==> src/rtl/wb_regfile_pkg.sv <==
// Shared sizes, bundle types and helpers for the write-back stage
// and the architectural register file.
package wb_regfile_pkg;

   localparam int DSIZE    = 32;
   localparam int ASIZE    = 5;
   localparam int ISIZE    = 32;
   localparam int DEPTH    = 1 << ASIZE;
   localparam int LINK_REG = 31;
   localparam int LINK_INC = 4;

   typedef enum logic [1:0] {
      WB_ALU,
      WB_MEM,
      WB_LINK
   } wb_sel_e;

   typedef struct packed {
      logic             wen;
      logic [ASIZE-1:0] addr;
      logic [DSIZE-1:0] data;
   } wb_bus_t;

   // Link value wraps modulo 2**ISIZE; any carry out is dropped.
   function automatic logic [DSIZE-1:0] link_val(
      input logic [ISIZE-1:0] pc
   );
      logic [ISIZE-1:0] sum;
      sum = pc + ISIZE'(LINK_INC);
      return DSIZE'(sum);
   endfunction

endpackage

==> src/rtl/wb_regfile_if.sv <==
// MEM/WB inputs, ID read ports, forwarding bus and debug counter
// of the write-back stage, bundled for a single port connection.
interface wb_regfile_if;
   import wb_regfile_pkg::*;

   logic             wen_in;
   logic [DSIZE-1:0] w_data_in;
   logic [ASIZE-1:0] w_addr_in;
   logic [ISIZE-1:0] PC_in;
   logic             jal_in;
   logic             MemtoReg_in;
   logic [DSIZE-1:0] readMem_in;
   logic [ASIZE-1:0] raddr1;
   logic [ASIZE-1:0] raddr2;
   logic [DSIZE-1:0] rdata1;
   logic [DSIZE-1:0] rdata2;
   logic             wb_wen;
   logic [ASIZE-1:0] wb_addr;
   logic [DSIZE-1:0] wb_data;
   logic [31:0]      commit_cnt;

   modport master (
      output wen_in, w_data_in, w_addr_in,
      output PC_in, jal_in, MemtoReg_in,
      output readMem_in, raddr1, raddr2,
      input  rdata1, rdata2,
      input  wb_wen, wb_addr, wb_data,
      input  commit_cnt
   );

   modport slave (
      input  wen_in, w_data_in, w_addr_in,
      input  PC_in, jal_in, MemtoReg_in,
      input  readMem_in, raddr1, raddr2,
      output rdata1, rdata2,
      output wb_wen, wb_addr, wb_data,
      output commit_cnt
   );

endinterface

==> src/rtl/wb_regfile_regfile_2r1w.sv <==
// 32-entry register file: one write port, two read ports,
// r0 hardwired to zero and same-cycle write-through bypass.
module regfile_2r1w
   import wb_regfile_pkg::*;
(
   input  logic             clk,
   input  logic             rst,
   input  logic             we,
   input  logic [ASIZE-1:0] waddr,
   input  logic [DSIZE-1:0] wdata,
   input  logic [ASIZE-1:0] raddr1,
   input  logic [ASIZE-1:0] raddr2,
   output logic [DSIZE-1:0] rdata1,
   output logic [DSIZE-1:0] rdata2
);

   logic [DSIZE-1:0] regs [DEPTH];
   logic             hit1;
   logic             hit2;

   always_ff @(posedge clk or negedge rst) begin
      if (!rst) begin
         for (int i = 0; i < DEPTH; i++)
            regs[i] <= '0;
      end else if (we && waddr != '0) begin
         regs[waddr] <= wdata;
      end
   end

   // r0 excluded from the hit so the case arms stay disjoint.
   assign hit1 = we && raddr1 == waddr
              && raddr1 != '0;
   assign hit2 = we && raddr2 == waddr
              && raddr2 != '0;

   always_comb begin
      rdata1 = '0;
      unique case (1'b1)
         (raddr1 == '0): rdata1 = '0;
         hit1:           rdata1 = wdata;
         default:        rdata1 = regs[raddr1];
      endcase
   end

   always_comb begin
      rdata2 = '0;
      unique case (1'b1)
         (raddr2 == '0): rdata2 = '0;
         hit2:           rdata2 = wdata;
         default:        rdata2 = regs[raddr2];
      endcase
   end

endmodule

==> src/rtl/wb_regfile.sv <==
// Write-back stage: result select, effective write enable,
// commit counter, and the architectural register file.
module wb_regfile
   import wb_regfile_pkg::*;
(
   input  logic         clk,
   input  logic         rst,
   wb_regfile_if.slave  bus
);

   wb_sel_e     sel;
   wb_bus_t     wb;
   logic [31:0] commit_q;

   // JAL wins over a stray MemtoReg on the same instruction.
   always_comb begin
      sel = WB_ALU;
      if (bus.jal_in)
         sel = WB_LINK;
      else if (bus.MemtoReg_in)
         sel = WB_MEM;
   end

   always_comb begin
      wb.data = bus.w_data_in;
      wb.addr = bus.w_addr_in;
      unique case (sel)
         WB_LINK: begin
            wb.data = link_val(bus.PC_in);
            wb.addr = ASIZE'(LINK_REG);
         end
         WB_MEM:  wb.data = bus.readMem_in;
         default: wb.data = bus.w_data_in;
      endcase
      wb.wen = (bus.wen_in | bus.jal_in)
            && wb.addr != '0;
   end

   always_ff @(posedge clk or negedge rst) begin
      if (!rst)
         commit_q <= '0;
      else if (wb.wen)
         commit_q <= commit_q + 32'd1;
   end

   regfile_2r1w u_rf (
      .clk    (clk),
      .rst    (rst),
      .we     (wb.wen),
      .waddr  (wb.addr),
      .wdata  (wb.data),
      .raddr1 (bus.raddr1),
      .raddr2 (bus.raddr2),
      .rdata1 (bus.rdata1),
      .rdata2 (bus.rdata2)
   );

   assign bus.wb_wen     = wb.wen;
   assign bus.wb_addr    = wb.addr;
   assign bus.wb_data    = wb.data;
   assign bus.commit_cnt = commit_q;

endmodule

==> src/flat_wrapper.sv <==
// flat-port wrapper written by rule: the top's interface ports become plain ports
module wb_regfile_flat import wb_regfile_pkg::*;
  (clk, rst, bus_wen_in, bus_w_data_in, bus_w_addr_in, bus_PC_in, bus_jal_in, bus_MemtoReg_in, bus_readMem_in, bus_raddr1, bus_raddr2, bus_rdata1, bus_rdata2, bus_wb_wen, bus_wb_addr, bus_wb_data, bus_commit_cnt);
  wb_regfile_if bus_i ();
  input  logic clk;
  input  logic rst;
  input wire logic [$bits(bus_i.wen_in)-1:0] bus_wen_in;
  input wire logic [$bits(bus_i.w_data_in)-1:0] bus_w_data_in;
  input wire logic [$bits(bus_i.w_addr_in)-1:0] bus_w_addr_in;
  input wire logic [$bits(bus_i.PC_in)-1:0] bus_PC_in;
  input wire logic [$bits(bus_i.jal_in)-1:0] bus_jal_in;
  input wire logic [$bits(bus_i.MemtoReg_in)-1:0] bus_MemtoReg_in;
  input wire logic [$bits(bus_i.readMem_in)-1:0] bus_readMem_in;
  input wire logic [$bits(bus_i.raddr1)-1:0] bus_raddr1;
  input wire logic [$bits(bus_i.raddr2)-1:0] bus_raddr2;
  output wire logic [$bits(bus_i.rdata1)-1:0] bus_rdata1;
  output wire logic [$bits(bus_i.rdata2)-1:0] bus_rdata2;
  output wire logic [$bits(bus_i.wb_wen)-1:0] bus_wb_wen;
  output wire logic [$bits(bus_i.wb_addr)-1:0] bus_wb_addr;
  output wire logic [$bits(bus_i.wb_data)-1:0] bus_wb_data;
  output wire logic [$bits(bus_i.commit_cnt)-1:0] bus_commit_cnt;
  assign bus_i.wen_in = bus_wen_in;
  assign bus_i.w_data_in = bus_w_data_in;
  assign bus_i.w_addr_in = bus_w_addr_in;
  assign bus_i.PC_in = bus_PC_in;
  assign bus_i.jal_in = bus_jal_in;
  assign bus_i.MemtoReg_in = bus_MemtoReg_in;
  assign bus_i.readMem_in = bus_readMem_in;
  assign bus_i.raddr1 = bus_raddr1;
  assign bus_i.raddr2 = bus_raddr2;
  assign bus_rdata1 = bus_i.rdata1;
  assign bus_rdata2 = bus_i.rdata2;
  assign bus_wb_wen = bus_i.wb_wen;
  assign bus_wb_addr = bus_i.wb_addr;
  assign bus_wb_data = bus_i.wb_data;
  assign bus_commit_cnt = bus_i.commit_cnt;
  wb_regfile u_core (.clk(clk), .rst(rst), .bus(bus_i));
endmodule
==> config.mk <==
export PLATFORM = sky130hd
export DESIGN_NAME = wb_regfile_flat
export DESIGN_NICKNAME = d
export VERILOG_FILES = /design/src/rtl/wb_regfile_pkg.sv /design/src/rtl/wb_regfile_if.sv /design/src/rtl/wb_regfile_regfile_2r1w.sv /design/src/rtl/wb_regfile.sv /design/src/flat_wrapper.sv
export SDC_FILE = /design/constraint.sdc
export NUM_CORES = 2
export LEC_CHECK = 0
export ABC_CLOCK_PERIOD_IN_PS = 5000
export CAP_MARGIN = 20
export CORE_ASPECT_RATIO = 2
export CORE_MARGIN = 8
export CORE_UTILIZATION = 45
export DETAILED_ROUTE_END_ITERATION = 16
export DONT_BUFFER_PORTS = 1
export SETUP_SLACK_MARGIN = 0.5
export SLEW_MARGIN = 20
export SYNTH_ARGS = -nofsm -noshare
export SYNTH_HDL_FRONTEND = slang
export SYNTH_HIERARCHICAL = 1
export SYNTH_SLANG_ARGS = --single-unit
==> constraint.sdc <==
create_clock -name clk -period 5 [get_ports clk]
set_clock_uncertainty 0.1 [all_clocks]
set_input_delay 0.75 -clock clk [delete_from_list [all_inputs] [get_ports clk]]
set_output_delay 0.75 -clock clk [all_outputs]
set_load 0.1 [all_outputs]
## After elaboration in Yosys (flattened, before gate mapping)

Cells that the tools add are included.

| cells by class | value |
|---|---|
| add/subtract/negate cells | 2 |
| order comparisons | 4 |
| eq/ne operators | 4 |
| muxes and demuxes | 15 |
| bitwise logic cells | 4 |
| reduce and logical (&&, ||, !) cells | 12 |

Operators with widths:

| cell | number |
|---|---|
| 1024-bit bitwise mux | 1 |
| 32-bit binary-select mux with 5-bit select | 2 |
| 32-bit case mux with 2 select lines | 3 |
| 32-bit demux with 5-bit select | 1 |
| 32-bit two-way mux | 5 |
| 32-bit by 1-bit adder with 32-bit output, second input constant | 1 |
| 32-bit by 3-bit adder with 32-bit output, second input constant | 1 |
| 6-bit greater-or-equal comparator, second input constant | 3 |
| 5-bit inverter with 6-bit output | 3 |
| 5-bit nonzero test | 3 |
| 5-bit equality test | 2 |
| 5-bit zero test | 2 |
| 1-bit logical AND | 7 |
| 6-bit by 1-bit less-than comparator with 1-bit output, second input constant | 1 |
| 5-bit two-way mux | 1 |
| 2-bit by 1-bit equality test with 1-bit output, second input constant | 1 |
| 2-bit equality test, second input constant | 1 |
| 2-bit two-way mux | 1 |
| 1-bit two-way mux | 1 |
| 1-bit bitwise OR | 1 |

| storage, ports and cells | value |
|---|---|
| register bits | 1056 |
| input port bits | 116 |

## Depth between registers and ports, before layout

| logic depth | value |
|---|---|
| depth in word-level cells | 10 |
| gate-level depth with buffers | 10 |
| gate-level depth less buffers | 7 |

## By module

The synthesis kept the hierarchy.

Modules (own cells, without submodules):

| module | instances | cells each | area an instance (um^2) | seq. area each (um^2) |
|---|---|---|---|---|
| regfile_2r1w | 1 | 3838 | 55453.2 | 25624.6 |
| wb_regfile | 1 | 346 | 2824.0 | 800.8 |

## Worst setup path before layout

OpenSTA, ideal clock, no wires.

| timing path | value |
|---|---|
| path type | input to output |
| start point | input bus_w_addr_in[2] |
| end point | output bus_rdata1[13] |
| data arrival time | 6.001 ns |
| data required time | 4.150 ns |
| slack | -1.851 ns |
| stages | 6 |
| cell sequence | nor4_1 -> a21oi_1 -> nand2_1 -> o21bai_1 -> clkbuf_1 -> o41ai_1 |

| between the ends | value |
|---|---|
| word-level cells in the longest chain between the ends | 6 |
| elaborated cells between the ends (all ways) | 7 |

RTL lines:

| element | line | source |
|---|---|---|
| start, declared | flat_wrapper.sv:9 | `input wire logic [$bits(bus_i.w_addr_in)-1:0] bus_w_addr_in;` |
| 5-bit two-way mux | wb_regfile.sv:27 | `unique case (sel)` |
| 5-bit nonzero test | wb_regfile.sv:36 | `&& wb.addr != '0;` |
| 1-bit logical AND | wb_regfile.sv:36 |  |
| named net bus_wb_wen | flat_wrapper.sv:18 | `output wire logic [$bits(bus_i.wb_wen)-1:0] bus_wb_wen;` |
| 1-bit logical AND | wb_regfile_regfile_2r1w.sv:31 | `assign hit1 = we && raddr1 == waddr` |
| 1-bit logical AND | wb_regfile_regfile_2r1w.sv:32 | `&& raddr1 != '0;` |
| 32-bit case mux with 2 select lines | wb_regfile_regfile_2r1w.sv:38 | `unique case (1'b1)` |
| end, declared | flat_wrapper.sv:16 | `output wire logic [$bits(bus_i.rdata1)-1:0] bus_rdata1;` |

The timed path passes the listed nets, and every way through them passes these cells.

## Final worst setup path

| timing path | value |
|---|---|
| start point | input bus_raddr1[0] |
| end point | output bus_rdata1[30] |

| between the ends | value |
|---|---|
| word-level cells in the longest chain between the ends | 5 |
| elaborated cells between the ends (all ways) | 10 |

RTL lines:

| element | line | source |
|---|---|---|
| start, declared | flat_wrapper.sv:14 | `input wire logic [$bits(bus_i.raddr1)-1:0] bus_raddr1;` |
| 5-bit inverter with 6-bit output (implied by the code) | wb_regfile_regfile_2r1w.sv:41 | `default: rdata1 = regs[raddr1];` |
| 32-bit binary-select mux with 5-bit select | wb_regfile_regfile_2r1w.sv:41 |  |
| 32-bit two-way mux (implied by the code) (2 in series) | wb_regfile_regfile_2r1w.sv:41 |  |
| 32-bit case mux with 2 select lines * | wb_regfile_regfile_2r1w.sv:38 |  |

Every way passes the cells marked *; elsewhere a longest branch is shown, timed or not. The select of a mux whose other input is x is not followed.

==> metrics <==
vias in the first global route 40700; area growth from synthesis to layout 13.0%; final max-slew violation count 43; routed vias 39100; die height 525 um; GR Util met3 4.66%; Std-Cell Rows 187; Leak 0.0281 uW; First-pass DRT Iterations 6; maximum vdd drop 332 uV; Seq. cell area 0.0264 sq mm; DR DRC count 0; cell family with most CP delay multiplexers; Max-Cap Viols 0; Yosys top cell by area dfrtp_1; PwrDens 405 mW/mm^2; CP startpoint kind input port; slowest stage delay, CP 0.97 ns; clk sink count 1056; All-Layer GR Usage 28.2%; largest net degree at the start of global routing 321; NumNets Final 4169; R2R setup slack 2.04 ns; share of layout cells above drive strength 1 47.5%; CTS tree yes; Final Setup Violations 0; DR vias/cell 6.69; CP Buf/Inv Count 1; Initial Util 45.1%; FF-to-FF Start u_core/bus.commit_cnt[1]; die footprint 0.142 sq mm; most used routing layer met2; Final HPWL DP 123 mm; GP Congestion 0.848; worst reg2reg endpoint u_core/bus.commit_cnt[8]; Post CTS Setup Buffer Count 0; Crit Path Class in2out; Synth area leaders dfrtp_1 (45%), mux2_2 (20%), mux4_2 (16%), mux2i_1 (4.6%), clkbuf_1 (1.4%); critical path cell sequence mux4_2 > mux2_2 > a211oi_1 > o31ai_4 > buf_12; Wirelength per Cell 35.0 um; Synth async-reset ratio 100%; fmax 213 MHz; Worst-path clk slew 0.07 ns; final worst setup slack 0.306 ns; Die W 270 um; violated checks max-slew violations; first-pass GRT wire length 296 mm; area of the multi-input gates 0.0308 sq mm; GR Util met1 34.6%; final hold violations 0; outcome complete, but fails checks; final wirelength 204 mm; initial antenna violation count 2; crit path to bus_rdata1[30]; Register-to-Register Path Depth 5; I/O pin cnt 250; Post-synth EDFFs 0; sequential area share after synthesis 45.3%; Mapped Nets 4302; crit path DAT 3.84 ns; post-route ant nets 0; Slowest-stage cell, CP mux4_2; minimum clock period after layout 4.69 ns; fin crit share 93.9%; Fin Setup TNS 0 ns; Buffers on Ports 0; clk_lat worst skew 0.70 ns; fill count 10900; crit path from bus_raddr1[0]; drt initial violations 3527; FF+latch count, synth 1056; path length in cells of the critical path 5; Hold Path Class in2reg; Post-Syn Instances 4184; met2 usage in global routing 45.8%; root buffer cell clkbuf_16; Yosys top cell area share 45.3%; CP Max Fanout 320; warnings from Yosys 6; worst-case clock buffer depth 3; required time of the critical path 4.15 ns; max_slew headroom -3.92%; Place WS 0.480 ns; Congestion Overflow GR 0; Inserted Clock Buffers 102; Slew @ Worst Pin 1.56 ns; H-tree levels 3; Syn Area/Cell 13.9 sq um; Mapped Area 0.0583 sq mm; Crit. End Element primary output; RSZ-0062 raised after global routing no; core area 0.129 sq mm; Synth Flop Type dfrtp_1; library cells used by synthesis 63
==> registers in the layout, indices dropped and copies added (netlist names) <==
name	count
u_core/bus.commit_cnt	32
u_core/u_rf/regs	1024
==> layout by cell type (no fill, tap or decap), types with 20 or more instances in the layout <==
master     count
buf_12        49
clkbuf_16    104
nand3_1       29
buf_4        136
nor2b_1       51
mux2_2      1041
o22ai_1       82
nor2_1        44
clkbuf_1      25
a311oi_1      20
nand2_1       91
clkbuf_8      21
a21oi_1       56
a211oi_1      80
a22oi_1       58
nand4_1       27
xnor2_1       45
dfrtp_1     1056
mux2i_1      265
mux4_2       405
a22o_1        35
a2111oi_0     21
buf_16        33
==> worst min path at each step <==
stage                                       from                        to  slack [ns]  cells after the start
final                                 bus_wen_in  u_core/bus.commit_cnt[8]        0.20                      2
after global routing                  bus_wen_in  u_core/bus.commit_cnt[8]        0.20                      2
after CTS                                    rst    u_core/u_rf/regs[1021]        0.10                      1
after detailed placement  u_core/u_rf/regs[1013]    u_core/u_rf/regs[1013]        0.28                      0
after global placement    u_core/u_rf/regs[1017]    u_core/u_rf/regs[1017]        0.28                      0
after floorplan           u_core/u_rf/regs[1000]    u_core/u_rf/regs[1000]        0.34                      1
==> stage by stage <==
step	util (%)	cells	instance area [sq um]	power [uW]	hold slack [ns]
3_5_place_dp	48.1	5642	62100	18400	0.285
3_3_place_gp	48.1	5641	62100	18100	0.276
6_report	51.0	5842	65900	26700	0.201
5_1_grt	51.0	5839	65800	27700	0.200
2_1_floorplan	-	4184	59000	16500	0.341
4_1_cts	50.9	5834	65700	26700	0.103
==> worst reg2reg max path: cells and delay by family (launching register included) <==
family                   cells  cell delay, ns
AND/OR/NAND/NOR              1            0.10
flip-flops                   1            1.02
adder cells (fa/ha/maj)      1            0.38
XOR/XNOR                     1            0.19
AO/OA/AOI/OAI                2            1.03
==> cells in the mapped netlist (31+ instances only) <==
master,count
clkbuf_1,214
buf_2,141
nor2_1,66
nor2b_1,57
buf_1,53
a211oi_1,80
a22o_1,49
xnor2_1,45
buf_4,31
mux2_2,1041
dfrtp_1,1056
nand2_1,107
mux4_2,405
o22ai_1,82
a21oi_1,66
mux2i_1,265
a22oi_1,58
==> what timing repair did <==
item,4_1_cts,5_1_grt
resized for setup,1,4
endpoints found under the setup margin,1,6
endpoints found under the hold margin,238,80
hold buffers,2,1
==> report_power, final <==
part	leakage, uW	internal (uW)	switching [uW]	total, uW
logic	0.0127	3430	3180	6610
registers	0.0136	10200	1470	11700
clock network	0.00174	4780	3570	8340
==> cells by family after synthesis <==
group / share of synthesized area (%)
muxes: 40.3
DFF: 45.3
AOI/OAI and AO/OA: 6.07
buffers and inverters: 3.71
and+or+nand+nor: 3.73
xor gates and xnor gates: 0.782
adders and majority gates: 0.0429
==> final cells by class <==
| class | instances | share of cell area (%) |
|---|---|---|
| antenna | 4 | 0.0152 |
| tap | 1701 | 3.23 |
| inverter | 6 | 0.0399 |
| timing repair buffer | 220 | 4.45 |
| multi-input combinational | 2665 | 46.7 |
| clock buffer | 150 | 4.53 |
| sequential | 1056 | 40.1 |
| clock inverter | 40 | 0.876 |
==> layer usage <==
metal / routed length (um) / share of wire (%) / vias to the layer above
li1: - / - / 15900
met1: 77200 / 38 / 21100
met2: 99100 / 49 / 1604
met3: 12600 / 6.2 / 466
met4: 15300 / 7.5 / 0
met5: 0 / 0 / -
No activity file was read; power rests on OpenSTA's default activity.
